`src/rtl/mult_pkg.sv`:
```
// Shared types and sizing helpers for the sequential multiplier.
package mult_pkg;

    typedef enum logic [1:0] {
        IDLE,
        RUN,
        DONE
    } state_t;

    // Iteration counter must hold WIDTH itself (counts WIDTH down to 0).
    function automatic int cnt_width(input int width);
        return $clog2(width + 1);
    endfunction

endpackage

```
`src/rtl/ovf_check.sv`:
```
// Mode-dependent overflow test for a full 2*WIDTH-bit product.
module ovf_check
    import mult_pkg::*;
#(
    parameter int WIDTH = 32
) (
    input  logic [2*WIDTH-1:0] product,
    input  logic               signed_mode,
    input  logic               zero_op,
    output logic               overflow
);

    logic [2*WIDTH-1:0] fit_signed;
    logic [2*WIDTH-1:0] fit_unsigned;

    // The product fits in WIDTH bits exactly when it equals the extension of its low word.
    assign fit_signed   = {{WIDTH{product[WIDTH-1]}}, product[WIDTH-1:0]};
    assign fit_unsigned = {{WIDTH{1'b0}}, product[WIDTH-1:0]};

    always_comb begin
        overflow = 1'b0;
        if (!zero_op) begin
            if (signed_mode) overflow = (product != fit_signed);
            else             overflow = (product != fit_unsigned);
        end
    end

endmodule

```
`src/rtl/seq_mult_ovf.sv`:
```
// Radix-2 Booth sequential multiplier with start/ready handshake, zero-operand
// fast path and registered low/high product words plus overflow flag.
module seq_mult_ovf
    import mult_pkg::*;
#(
    parameter int WIDTH = 32
) (
    input  logic             clock,
    input  logic             reset,
    input  logic             start,
    input  logic             signed_mode,
    input  logic [WIDTH-1:0] op_a,
    input  logic [WIDTH-1:0] op_b,
    output logic             ready,
    output logic [WIDTH-1:0] result,
    output logic [WIDTH-1:0] product_hi,
    output logic             overflow,
    output logic             result_valid
);

    localparam int CW = cnt_width(WIDTH);
    localparam int AW = WIDTH + 1;

    state_t              state, state_next;
    logic [CW-1:0]       cnt;
    logic [AW-1:0]       mcand;
    logic [AW-1:0]       acc_hi;
    logic [AW-1:0]       acc_lo;
    logic                q_m1;
    logic                mode_q;
    logic                zero_q;

    logic                accept;
    logic                zero_in;
    logic [AW-1:0]       a_ext;
    logic [AW-1:0]       b_ext;
    logic [AW-1:0]       sum;
    logic [2*WIDTH-1:0]  product;
    logic                ovf;

    assign ready   = (state == IDLE) && !reset;
    assign accept  = start && ready;
    assign zero_in = (op_a == '0) || (op_b == '0);
    assign a_ext   = {signed_mode & op_a[WIDTH-1], op_a};
    assign b_ext   = {signed_mode & op_b[WIDTH-1], op_b};

    // Booth recoding of the multiplier LSB pair selects add, subtract or pass.
    always_comb begin
        sum = acc_hi;
        case ({acc_lo[0], q_m1})
            2'b01:   sum = acc_hi + mcand;
            2'b10:   sum = acc_hi - mcand;
            default: sum = acc_hi;
        endcase
    end

    // Low 2*WIDTH bits of the accumulator after this step's arithmetic shift.
    assign product = {sum[WIDTH-1:0], acc_lo[AW-1:1]};

    ovf_check #(.WIDTH(WIDTH)) u_ovf_check (
        .product     (product),
        .signed_mode (mode_q),
        .zero_op     (zero_q),
        .overflow    (ovf)
    );

    always_comb begin
        state_next = state;
        case (state)
            IDLE: if (accept) state_next = zero_in ? DONE : RUN;
            RUN:  if (cnt == '0) state_next = DONE;
            DONE: state_next = IDLE;
            default: state_next = IDLE;
        endcase
    end

    // NOTE: operand/accumulator registers carry no reset; they are always loaded at accept before use.
    always_ff @(posedge clock) begin
        if (accept) begin
            mcand  <= a_ext;
            acc_hi <= '0;
            acc_lo <= b_ext;
            q_m1   <= 1'b0;
            mode_q <= signed_mode;
            zero_q <= zero_in;
        end else if (state == RUN) begin
            acc_hi <= {sum[AW-1], sum[AW-1:1]};
            acc_lo <= {sum[0], acc_lo[AW-1:1]};
            q_m1   <= acc_lo[0];
        end
    end

    // NOTE: all sequential state uses non-blocking assignments so every register samples pre-edge values.
    always_ff @(posedge clock) begin
        if (reset) begin
            state        <= IDLE;
            cnt          <= '0;
            result       <= '0;
            product_hi   <= '0;
            overflow     <= 1'b0;
            result_valid <= 1'b0;
        end else begin
            state        <= state_next;
            result_valid <= 1'b0;
            case (state)
                IDLE: if (accept) cnt <= CW'(WIDTH);
                RUN: begin
                    cnt <= cnt - CW'(1);
                    if (cnt == '0) begin
                        result       <= product[WIDTH-1:0];
                        product_hi   <= product[2*WIDTH-1:WIDTH];
                        overflow     <= ovf;
                        result_valid <= 1'b1;
                    end
                end
                DONE: if (zero_q) begin
                    result       <= '0;
                    product_hi   <= '0;
                    overflow     <= ovf;
                    result_valid <= 1'b1;
                end
                default: ;
            endcase
        end
    end

endmodule

```
`config.mk`:
```
export PLATFORM = sky130hd
export DESIGN_NAME = seq_mult_ovf
export DESIGN_NICKNAME = d
export VERILOG_FILES = /design/src/rtl/mult_pkg.sv /design/src/rtl/ovf_check.sv /design/src/rtl/seq_mult_ovf.sv
export SDC_FILE = /design/constraint.sdc
export NUM_CORES = 1
export LEC_CHECK = 0
export ABC_AREA = 1
export BUFFER_PORTS_ARGS = -buffer_cell sky130_fd_sc_hd__buf_4
export CAP_MARGIN = 20
export CORE_UTILIZATION = 45
export CTS_CLUSTER_DIAMETER = 120
export DETAILED_ROUTE_END_ITERATION = 8
export MAX_ROUTING_LAYER = met4
export SYNTH_ARGS = -nofsm -noshare
export SYNTH_HDL_FRONTEND = slang
export SYNTH_HIERARCHICAL = 1
export SYNTH_SLANG_ARGS = --single-unit
```
`constraint.sdc`:
```
create_clock -name clock -period 7.1 [get_ports clock]
set_clock_uncertainty 0.1 [all_clocks]
set_input_delay 0.355 -clock clock [delete_from_list [all_inputs] [get_ports clock]]
set_output_delay 0.355 -clock clock [all_outputs]
set_load 0.005 [all_outputs]
```
---- Word-level counts from Yosys, hierarchy flattened ----
Index checks and enable logic that the tools add are counted.
operators by class
  add/sub/neg operators ................... 3
  equal/unequal tests ..................... 8
  muxes and demuxes ....................... 22
  bitwise logic cells ..................... 2
  reductions and logical operators ........ 15
operators by type and width
  kind                                                  number
  one-hot mux 32 bit (2 select lines)                   2
  two-way mux 32 bit                                    3
  two-way mux 33 bit                                    2
  one-hot mux 33 bit (2 select lines)                   1
  zero test 32 bit                                      2
  adder 33 bit                                          1
  subtractor 33 bit                                     1
  != test 32 bit                                        1
  nonzero test 32 bit                                   1
  one-hot mux 6 bit (2 select lines)                    1
  zero test 6 bit                                       1
  two-way mux 1 bit                                     6
  two-way mux 2 bit                                     3
  two-way mux 6 bit                                     1
  != test 2 bit (second input constant)                 3
  nonzero test 2 bit                                    3
  subtractor 6 x 1 -> 6 bit (second input constant)     1
  equality test 2 x 1 -> 1 bit (second input constant)  2
  equality test 2 bit (second input constant)           2
  one-hot mux 1 bit (2 select lines)                    2
  one-hot mux 2 bit (2 select lines)                    1
  AND reduction 2 bit                                   2
  AND reduction 3 bit                                   1
  bitwise AND 1 bit                                     2
  4 further kinds                                       5
word-level totals
  register bits ........................... 175
  output and inout bits ................... 67
  logic and storage cells ................. 62

---- Depth between registers and ports, before layout ----
Gate-level depths: netlist (run 1).
  depth after elaboration ................. 7
  mapped depth ............................ 35
  mapped depth without buffers ............ 35

---- Cells and area by module ----
Netlist (run 1), hierarchy kept.
by module, submodules not included
  module        times used  cells each  area an instance (µm²)  sequential area each (µm²)
  seq_mult_ovf  1           1483        10339.9                 4184.0
  ovf_check     1           92          366.6                   0.0

---- Worst setup path after synthesis (run 1) ----
No wires, ideal clock.
  kind .................................... reg-to-reg
  start point ............................. register mcand[0]
  end point ............................... register overflow
  library setup time ...................... 0.116 ns
  arrival ................................. 3.438 ns
  required time ........................... 6.884 ns
  slack ................................... 3.446 ns
  cell stages (with the launch flop) ...... 30
  buffers on the path ..................... 0
  period minus slack after synthesis ...... 3.654 ns
  cell sequence ........................... edfxtp_1 inv_1 ha_1 nand2_1 nor2_1 nand3_1 nor2_1 nand3_1 nor2_1 a21oi_1 xor2_1 ha_1 nand2_1 nor2_1 inv_1 nor3_1 nand3_1 nand3_1 nand3_1 and2_1 nor2_1 nand2_1 nor2_1 nand2_1 nor2_1 nor2_1 nand2_1 inv_1 o21ai_0 nor2_1
on the way
  longest elaborated chain between the ends .. 7
ends and longest elaborated chain
  what                                                   line                                      RTL
  start: declaration                                     seq_mult_ovf.sv:26                        logic [AW-1:0] mcand;
  start signal: assignment                               seq_mult_ovf.sv:80                        mcand <= a_ext;
  subtractor 33 bit or adder 33 bit (tied branches)      seq_mult_ovf.sv:52, seq_mult_ovf.sv:51
  one-hot mux 33 bit (2 select lines) *                  seq_mult_ovf.sv:50                        case ({acc_lo[0], q_m1})
  net sum[26]                                            seq_mult_ovf.sv:37                        logic [AW-1:0] sum;
  != test 32 bit or nonzero test 32 bit (tied branches)  ovf_check.sv:23, ovf_check.sv:24
  two-way mux 1 bit *                                    ovf_check.sv:23                           if (signed_mode) overflow = (product != fit_signed);
  two-way mux 1 bit *                                    ovf_check.sv:22                           if (!zero_op) begin
  net ovf                                                seq_mult_ovf.sv:39                        logic ovf;
  two-way mux 1 bit, on equally long branches            seq_mult_ovf.sv:116, seq_mult_ovf.sv:109
  one-hot mux 1 bit (2 select lines) *                   seq_mult_ovf.sv:105                       case (state)
  end signal: assignment                                 seq_mult_ovf.sv:112                       overflow <= ovf;
  end signal: assignment                                 seq_mult_ovf.sv:119                       overflow <= ovf;
  end: declaration                                       seq_mult_ovf.sv:17                        output logic overflow,
The timed path passes the listed nets; every way through them passes the cells marked *. The select of a mux whose other input is x is not followed.
A chain may end at the register's enable or synchronous reset.

---- Worst setup path in the final report (run 1) ----
  start point ............................. register acc_lo[0]
  end point ............................... register overflow
on the way
  longest elaborated chain between the ends .. 7
ends and longest elaborated chain
  what                                                                 line                                      RTL
  start: declaration                                                   seq_mult_ovf.sv:28                        logic [AW-1:0] acc_lo;
  start signal: assignment                                             seq_mult_ovf.sv:82                        acc_lo <= b_ext;
  start signal: assignment                                             seq_mult_ovf.sv:88                        acc_lo <= {sum[0], acc_lo[AW-1:1]};
  equality test 2 bit or equality test 2 x 1 -> 1 bit (tied branches)  seq_mult_ovf.sv:50
  one-hot mux 33 bit (2 select lines) *                                seq_mult_ovf.sv:50
  net sum[29]                                                          seq_mult_ovf.sv:37
  != test 32 bit or nonzero test 32 bit (tied branches)                ovf_check.sv:23, ovf_check.sv:24
  two-way mux 1 bit *                                                  ovf_check.sv:23
  two-way mux 1 bit *                                                  ovf_check.sv:22
  net ovf                                                              seq_mult_ovf.sv:39
  two-way mux 1 bit, on equally long branches                          seq_mult_ovf.sv:116, seq_mult_ovf.sv:109
  one-hot mux 1 bit (2 select lines) *                                 seq_mult_ovf.sv:105
Marks and branches as above.

==> summary.md, run 1 <==
| Metric | Value |
|---|---|
| Ys flop type | dfxtp_1 |
| Final Power | 5.20 mW |
| Hold path startpoint | op_a[13] |
| Clk pwr share | between 10% and 20% |
| R2r endpoint | overflow |
| Seq/Total Area, Yosys | between 30% and 40% |
| Placed cell count | just under 2k |
| DR pass1 iterations | 5 |
| Die Span X | 156 um |
| Max Transition Viols Final | 0 |
| DIE AREA | 0.0244 mm2 |
| Worst path required time | 7.31 ns |
| Final hold slack | 0.00916 ns |
| Max_cap viols | 0 |
| Synth Warn # | 6 |
| Routed Antenna Nets | 0 |
| Gr ovfl total | 0 |
| Min-delay worst type | input pin to flip-flop |
| Post-synth EDFFs | roughly 70 |
| Worst reg-to-reg setup slack | 2.30 ns |
| Peak supply drop | 204 uV |
| CTS sink count | 175 |
| Largest net degree at the start of global routing | about 70 |
| Wire length on met2 | 14,700 um |
| DRC | 0 |
| Finished Layout Cells | roughly 2.0k |
| TritonCTS clock tree | built |
| Count of hold-fix buffers inserted at cts | 5 |
| Core area | between 0.02 and 0.025 mm2 |
| Most frequent cells in the layout | nand2_1, inv_1, buf_4 |
| Yosys cell types | 44 |
| Tcrit/Tclk final | slightly below 70% |
| Slew HR | 31.6% |
| Critical Setup Path Class | flip-flop to flip-flop |
| DRT met1 WL | roughly 15,000 um |
| Global Route Usage Sum | between 20% and 30% |
| Layout cells sized above 1 | 12.2% |
| Worst setup SP type | flip-flop |
| Crit end category | flip-flop |
| CP Max Fanout | 20 |
| Uppermost layer routed | met4 |
| Port Buf Inserts | 134 |
| Crit path from | acc_lo[0] |
| Antenna cells | 0 |
| Final hold violation count | 0 |
| Starting density of the core | 45.7% |
| Clk buf depth | 2 |
| Tmin final | 4.80 ns |
| Max Clock Freq | 208 MHz |
| Reg power frac | 27.9% |
| Placer congestion estimate | approximately 0.94 |
| Mapped Area | approximately 0.011 mm2 |
| Setup violators final | 0 |
| Ports | 135 |
| Std-Cell Rows | 56 |
| RSZ-0062 raised after global routing | false |
| Leakage | a little over 6 nW |
| Antenna violations before repair | 1 |
| Vias | roughly 10k |
| Root buffer cell | clkbuf_16 |
| Synthesized instance count | 1,575 |
| Pwr/cell area | between 400 and 500 mW/mm2 |
| Vias in the first global route | just over 9k |
| Actual slew at the worst max-slew pin | 1.02 ns |
| Cts bufs inserted | 17 |
| Post-detail-place hpwl | ~25,000 um |
| First-pass GRT wire length | about 50,000 um |
| R2r startpoint | acc_lo[0] |
| R2r worst-path depth | 26 |
| Die height | 156 um |
| Area growth syn-to-layout | 18.1% |
| Mapped Avg Cell Area | 6.80 um2 |
| Status | finished clean |
| Switching share of power | 48.4% |
| DRT Wirelength | 32,000 um |
| Async SR Flop Fraction | 0% |
| PnR worst setup slack | between 2 and 2.5 ns |
| Setup TNS | 0 ns |
| Mapped Nets | approximately 1.7k |
| Clk Latency, worst-skew pair | 0.43 ns |
| Combinational fraction of design power | 53.8% |
| Most common cell after layout, fill and taps aside | nand2_1 |
| Post_cts resized | 0 |
| #FFs+latches synth | 175 |
| Hold Path End | mcand[13] |
| Vias per cell | 4.98 |
| WL met3 | 1700 um |
| Post-CTS setup repair buffer count | 0 |
| Net Sw Power | roughly 2.5 mW |
| Count of nets after finishing | 1,804 |
| Critical Path AT | around 5.0 ns |
| Hold path cells | 1 |
| Pre-CTS setup slack | 2.39 ns |
| Clk pin slew, worst setup/hold paths | 0.08 ns |
| H-Tree Depth | 4 |
| DRC marker count from the first detailed-route iteration | 572 |
| Internal Power | 2.68 mW |
| DR WL/cell | 15.8 um |
-- worst max path at each step --
stage / cells past startpoint / end
3_3_place_gp: 26 / overflow
4_1_cts: 26 / overflow
2_1_floorplan: 29 / overflow
3_5_place_dp: 26 / overflow
5_1_grt: 26 / overflow
6_report: 26 / overflow
-- area by class of cell --
| class | instances | area (um2) |
|---|---|---|
| Timing Repair Buffer | 148 | 1150 |
| Multi-Input combinational cell | 1102 | 5360 |
| Inverter | 252 | 946 |
| Sequential cell | 175 | 4180 |
| Tap cell | 319 | 399 |
| Fill cell | 2424 | 10800 |
| Clock buffer | 18 | 450 |
| Clock inverter | 14 | 159 |
-- metal layers --
metal  up-vias  track usage [%]
li1       5252                -
met1      4554             36.3
met2       257             43.8
met3        37             3.96
met4         0             8.59
met5         -                -
-- cell usage after synthesis (2+ instances only) --
| library cell | count | area, um2 |
|---|---|---|
| a22o_1 | 2 | 17.5 |
| and2_1 | 11 | 68.8 |
| a31oi_1 | 2 | 12.5 |
| nand4_1 | 15 | 93.8 |
| inv_1 | 251 | 942 |
| nor2_2 | 4 | 25.0 |
| o211ai_1 | 2 | 15.0 |
| nor4_1 | 13 | 81.3 |
| o21ai_2 | 10 | 87.6 |
| xnor2_1 | 14 | 123 |
| edfxtp_1 | 68 | 2040 |
| nand3_2 | 3 | 30.0 |
| clkbuf_1 | 23 | 86.3 |
| dfxtp_1 | 107 | 2140 |
| nand3b_1 | 2 | 15.0 |
| nor2_1 | 121 | 454 |
| or2_2 | 9 | 56.3 |
| nand2_2 | 3 | 18.8 |
| a21oi_1 | 99 | 495 |
| xor2_1 | 24 | 210 |
| nand3_1 | 115 | 576 |
| o21ai_0 | 69 | 345 |
| o22ai_1 | 3 | 18.8 |
| nor3_1 | 8 | 40.0 |
| buf_2 | 13 | 65.1 |
| buf_1 | 2 | 7.51 |
| and3_1 | 2 | 12.5 |
| nand2_1 | 519 | 1950 |
| buf_4 | 8 | 60.1 |
| ha_1 | 39 | 488 |
-- flip-flops by register name, summed over array words and instances (netlist names) --
register and cells:
state 2, zero_q 1, product_hi 32, result 32
overflow 1, acc_hi 32, result_valid 1, q_m1 1
acc_lo 33, mode_q 1, cnt 6, mcand 33
-- power groups by stage --
stage          Clock, mW  Combinational [mW]  Sequential, mW
6_report           0.953                2.80            1.45
4_1_cts            0.973                2.78            1.45
3_3_place_gp           0                2.74            1.47
3_5_place_dp           0                2.76            1.47
5_1_grt             1.01                3.17            1.47
2_1_floorplan          0                2.00            1.40
-- logic make-up after synthesis --
logic type / synth area share (%)
fa+ha+maj: 4.74
xor+xnor: 3.11
flops: 39.1
buf+inv: 10.9
compound gates: 9.76
simple gates: 32.4
-- critical path, cell delays in order (launching register included) --
cell and delay, ns:
edfxtp_1 0.36, ha_1 0.66, inv_1 0.43, nand2_1 0.22
o21ai_0 0.18, nor2_1 0.18, xor2_1 0.37, ha_1 0.37
nand2_1 0.14, nor2_1 0.07, nand2_1 0.08, inv_1 0.04
a21oi_1 0.17, nand2_1 0.07, nand2_1 0.06, nand3_1 0.12
and2_1 0.21, nor2_1 0.13, nand3_1 0.08, nor2_1 0.10
nand2_1 0.06, nor2_1 0.11, nor2_1 0.05, nand2_1 0.06
inv_1 0.03, o21ai_0 0.14, nor2_1 0.06
-- through the flow --
stage / util, % / cell area [um2]
final: 54.1 / 12600
after CTS: 53.8 / 12600
after floorplan: - / 10700
after detailed placement: 51.0 / 11900
after global placement: 51.0 / 11900
after global routing: 54.1 / 12600
No activity file was read; power rests on OpenSTA's default activity.
==> run 2: changes to the inputs <==
--- a/config.mk
+++ b/config.mk
@@ -12,6 +12,7 @@
 export CTS_CLUSTER_DIAMETER = 120
 export DETAILED_ROUTE_END_ITERATION = 8
 export MAX_ROUTING_LAYER = met4
+export PLACE_DENSITY = 0.67
 export SYNTH_ARGS = -nofsm -noshare
 export SYNTH_HDL_FRONTEND = slang
 export SYNTH_HIERARCHICAL = 1
==> constraint.sdc (replaced) <==
create_clock -name clock -period 4.2 [get_ports clock]
set_clock_uncertainty 0.1 [all_clocks]
set_input_delay 0.21 -clock clock [delete_from_list [all_inputs] [get_ports clock]]
set_output_delay 0.21 -clock clock [all_outputs]
set_load 0.005 [all_outputs]
==> summary.md, run 2 (synthesis gave the netlist of run 1 again) <==
| Metric | Value |
|---|---|
| Status | finished clean |
| Most common cell after layout, fill and taps aside | nand2_1 |
| Port Buf Inserts | 134 (unchanged) |
| Max Transition Viols Final | 0 (unchanged) |
| Worst setup SP type | flip-flop |
| Peak supply drop | 364 uV (+78%) |
| Ports | 135 (unchanged) |
| Post-detail-place hpwl | 24,500 um (-2.2%) |
| Starting density of the core | 45.7% (unchanged) |
| Vias | 10.6k (+5.4%) |
| Global Route Usage Sum | 27.6% (about the same) |
| Crit path top cell by count | nand2_1 |
| Combinational fraction of design power | 57.7% (+3.9 points) |
| Slew HR | 31.5% (-0.17 points) |
| Tmin final | 4.03 ns (-0.769 ns) |
| Top Registers | acc_lo x33, mcand x33 |
| CTS sink count | 175 (unchanged) |
| Max_cap viols | 0 (unchanged) |
| Filler cells | 2,228 (-8.1%) |
| Reg power frac | 25.6% (-2.3 points) |
| Switching share of power | 48.2% (-0.22 points) |
| Pwr/cell area | 701 mW/mm2 (+71%) |
| Internal Power | 5.04 mW (+88%) |
| DR WL/cell | 15.8 um (about the same) |
| Critical Setup Path Class | flip-flop to flip-flop |
| Final hold violation count | 0 (unchanged) |
| DRC marker count from the first detailed-route iteration | 868 (+52%) |
| H-Tree Depth | 4 (unchanged) |
| Leakage | 6.52 nW (+6.4%) |
| Std-Cell Rows | 56 (unchanged) |
| Clk pwr share | 16.7% (-1.6 points) |
| Vias in the first global route | 9,559 (+2.9%) |
| Finished Core Util | 59.2% (+5.2 points) |
| Antenna violations before repair | 0 (-1) |
| Placer congestion estimate | 0.985 (+4.7%) |
| Worst path required time | 4.43 ns (-2.88 ns) |
| Core area | 0.0234 mm2 (unchanged) |
| Net Sw Power | 4.68 mW (+86%) |
| CP Max Fanout | 3 (-85%) |
| PnR worst setup slack | 0.172 ns (-2.13 ns) |
| DR pass1 iterations | 5 (unchanged) |
| Actual slew at the worst max-slew pin | 1.03 ns (+0.00261 ns) |
| Largest net degree at the start of global routing | 71 (-1.4%) |
| Count of nets after finishing | 1,867 (+3.5%) |
| DIE AREA | 0.0244 mm2 (unchanged) |
| Most frequent cells in the layout | nand2_1, inv_1, buf_4 |
| Clk Latency, worst-skew pair | 0.43 ns (about the same) |
| Crit end category | flip-flop |
| Cts bufs inserted | 17 (unchanged) |
| Tcrit/Tclk final | 95.9% (+28 points) |
| Final hold slack | 0.0374 ns (+0.0282 ns) |
| Clk buf depth | 2 (unchanged) |
| DRC | 0 (unchanged) |
| Max Clock Freq | 248 MHz (+19%) |
| Area growth syn-to-layout | 29.5% |
| TritonCTS clock tree | built |
| Worst reg-to-reg setup slack | 0.17 ns (-2.13 ns) |
| Vias per cell | 5.09 (+2.2%) |
| Critical Path AT | 4.25 ns (-0.75 ns) |
| Routed Antenna Nets | 0 (unchanged) |
| First-pass GRT wire length | 50,400 um (+1.4%) |
| Die height | 156 um (unchanged) |
| Pre-CTS setup slack | -0.0872 ns (-2.48 ns) |
| Root buffer cell | clkbuf_16 |
| CP max stage cell | edfxtp_1 |
| Gr ovfl total | 0 (unchanged) |
| Die Span X | 156 um (unchanged) |
| Layout cells sized above 1 | 20.8% (+8.5 points) |
| Crit path largest cell delay | 0.40 ns (-0.26 ns) |
| DRT Wirelength | 33,000 um (+3.1%) |
| Setup violators final | 0 (unchanged) |
| Min-delay worst type | input pin to flip-flop |
| Clk pin slew, worst setup/hold paths | 0.08 ns (about the same) |
| RSZ-0062 raised after global routing | true |
| Antenna cells | 0 (unchanged) |
## run 2: cell types whose count changed in the layout (fill, tap and decap cells not counted), sizes merged
cell | previous run | this run
dlygate4sd3 | 7 | 41
clkinv | 7 | 6
inv | 259 | 260
clkbuf | 18 | 17
buf | 141 | 170
clkinvlp | 0 | 1
## run 2: metal layers
metal	global-route usage, %	share of wire, %	up-vias
li1	-	-	5349
met1	37.1	45	4919
met2	44.1	48	329
met3	3.30	5.4	45
met4	6.96	2.5	0
met5	-	0	-
## run 2: repair_timing
item	4_1_cts	5_1_grt
setup buffers	2	14
cloned	0	0
hold endpoints to repair	42	0
endpoints found under the setup margin	1	1
hold buffers	41	0
gates resized for setup	6	156
pin swaps	3	56
## run 2: final cells by class
class	instances	area, um2	area share [%]
multi-input combinational	1102	5990	43.2
sequential	175	4180	30.2
timing repair buffer	211	1730	12.5
inverter	252	946	6.82
clock buffer	17	425	3.07
tap	319	399	2.88
clock inverter	15	188	1.35
## run 2: stage by stage
stage / instance area, um2 / std cells / TNS [ns] / total power, mW
6_report: 13900 / 2091 / 0 / 9.72
5_1_grt: 13900 / 2091 / -0.144 / 10.5
4_1_cts: 13100 / 2076 / 0 / 8.86
3_5_place_dp: 12100 / 2001 / -0.0872 / 7.16
3_3_place_gp: 12100 / 2001 / -0.0399 / 7.10
2_1_floorplan: 10700 / 1575 / 0 / 5.74
## run 2: final timing paths
kind                                startpoint        endpoint  cells past startpoint
worst min register to register  product_hi[23]  product_hi[23]                      2
worst max register to register        mcand[0]        overflow                     31
worst min-delay path                  op_b[20]      acc_lo[20]                      3
worst max-delay path                  mcand[0]        overflow                     31
## run 2: critical path: cells and delay by family (launching register included)
family | cells | cell delay, ns
fa+ha+maj | 1 | 0.37
xor+xnor | 1 | 0.36
simple gates | 20 | 1.75
flops | 1 | 0.40
buf+inv | 6 | 0.59
compound gates | 3 | 0.35
## run 2: power groups by stage
stage	Sequential [mW]	Clock (mW)	Combinational [mW]
6_report	2.48	1.63	5.61
5_1_grt	2.51	1.72	6.22
4_1_cts	2.45	1.65	4.76
3_5_place_dp	2.49	0	4.67
3_3_place_gp	2.48	0	4.62
2_1_floorplan	2.36	0	3.38
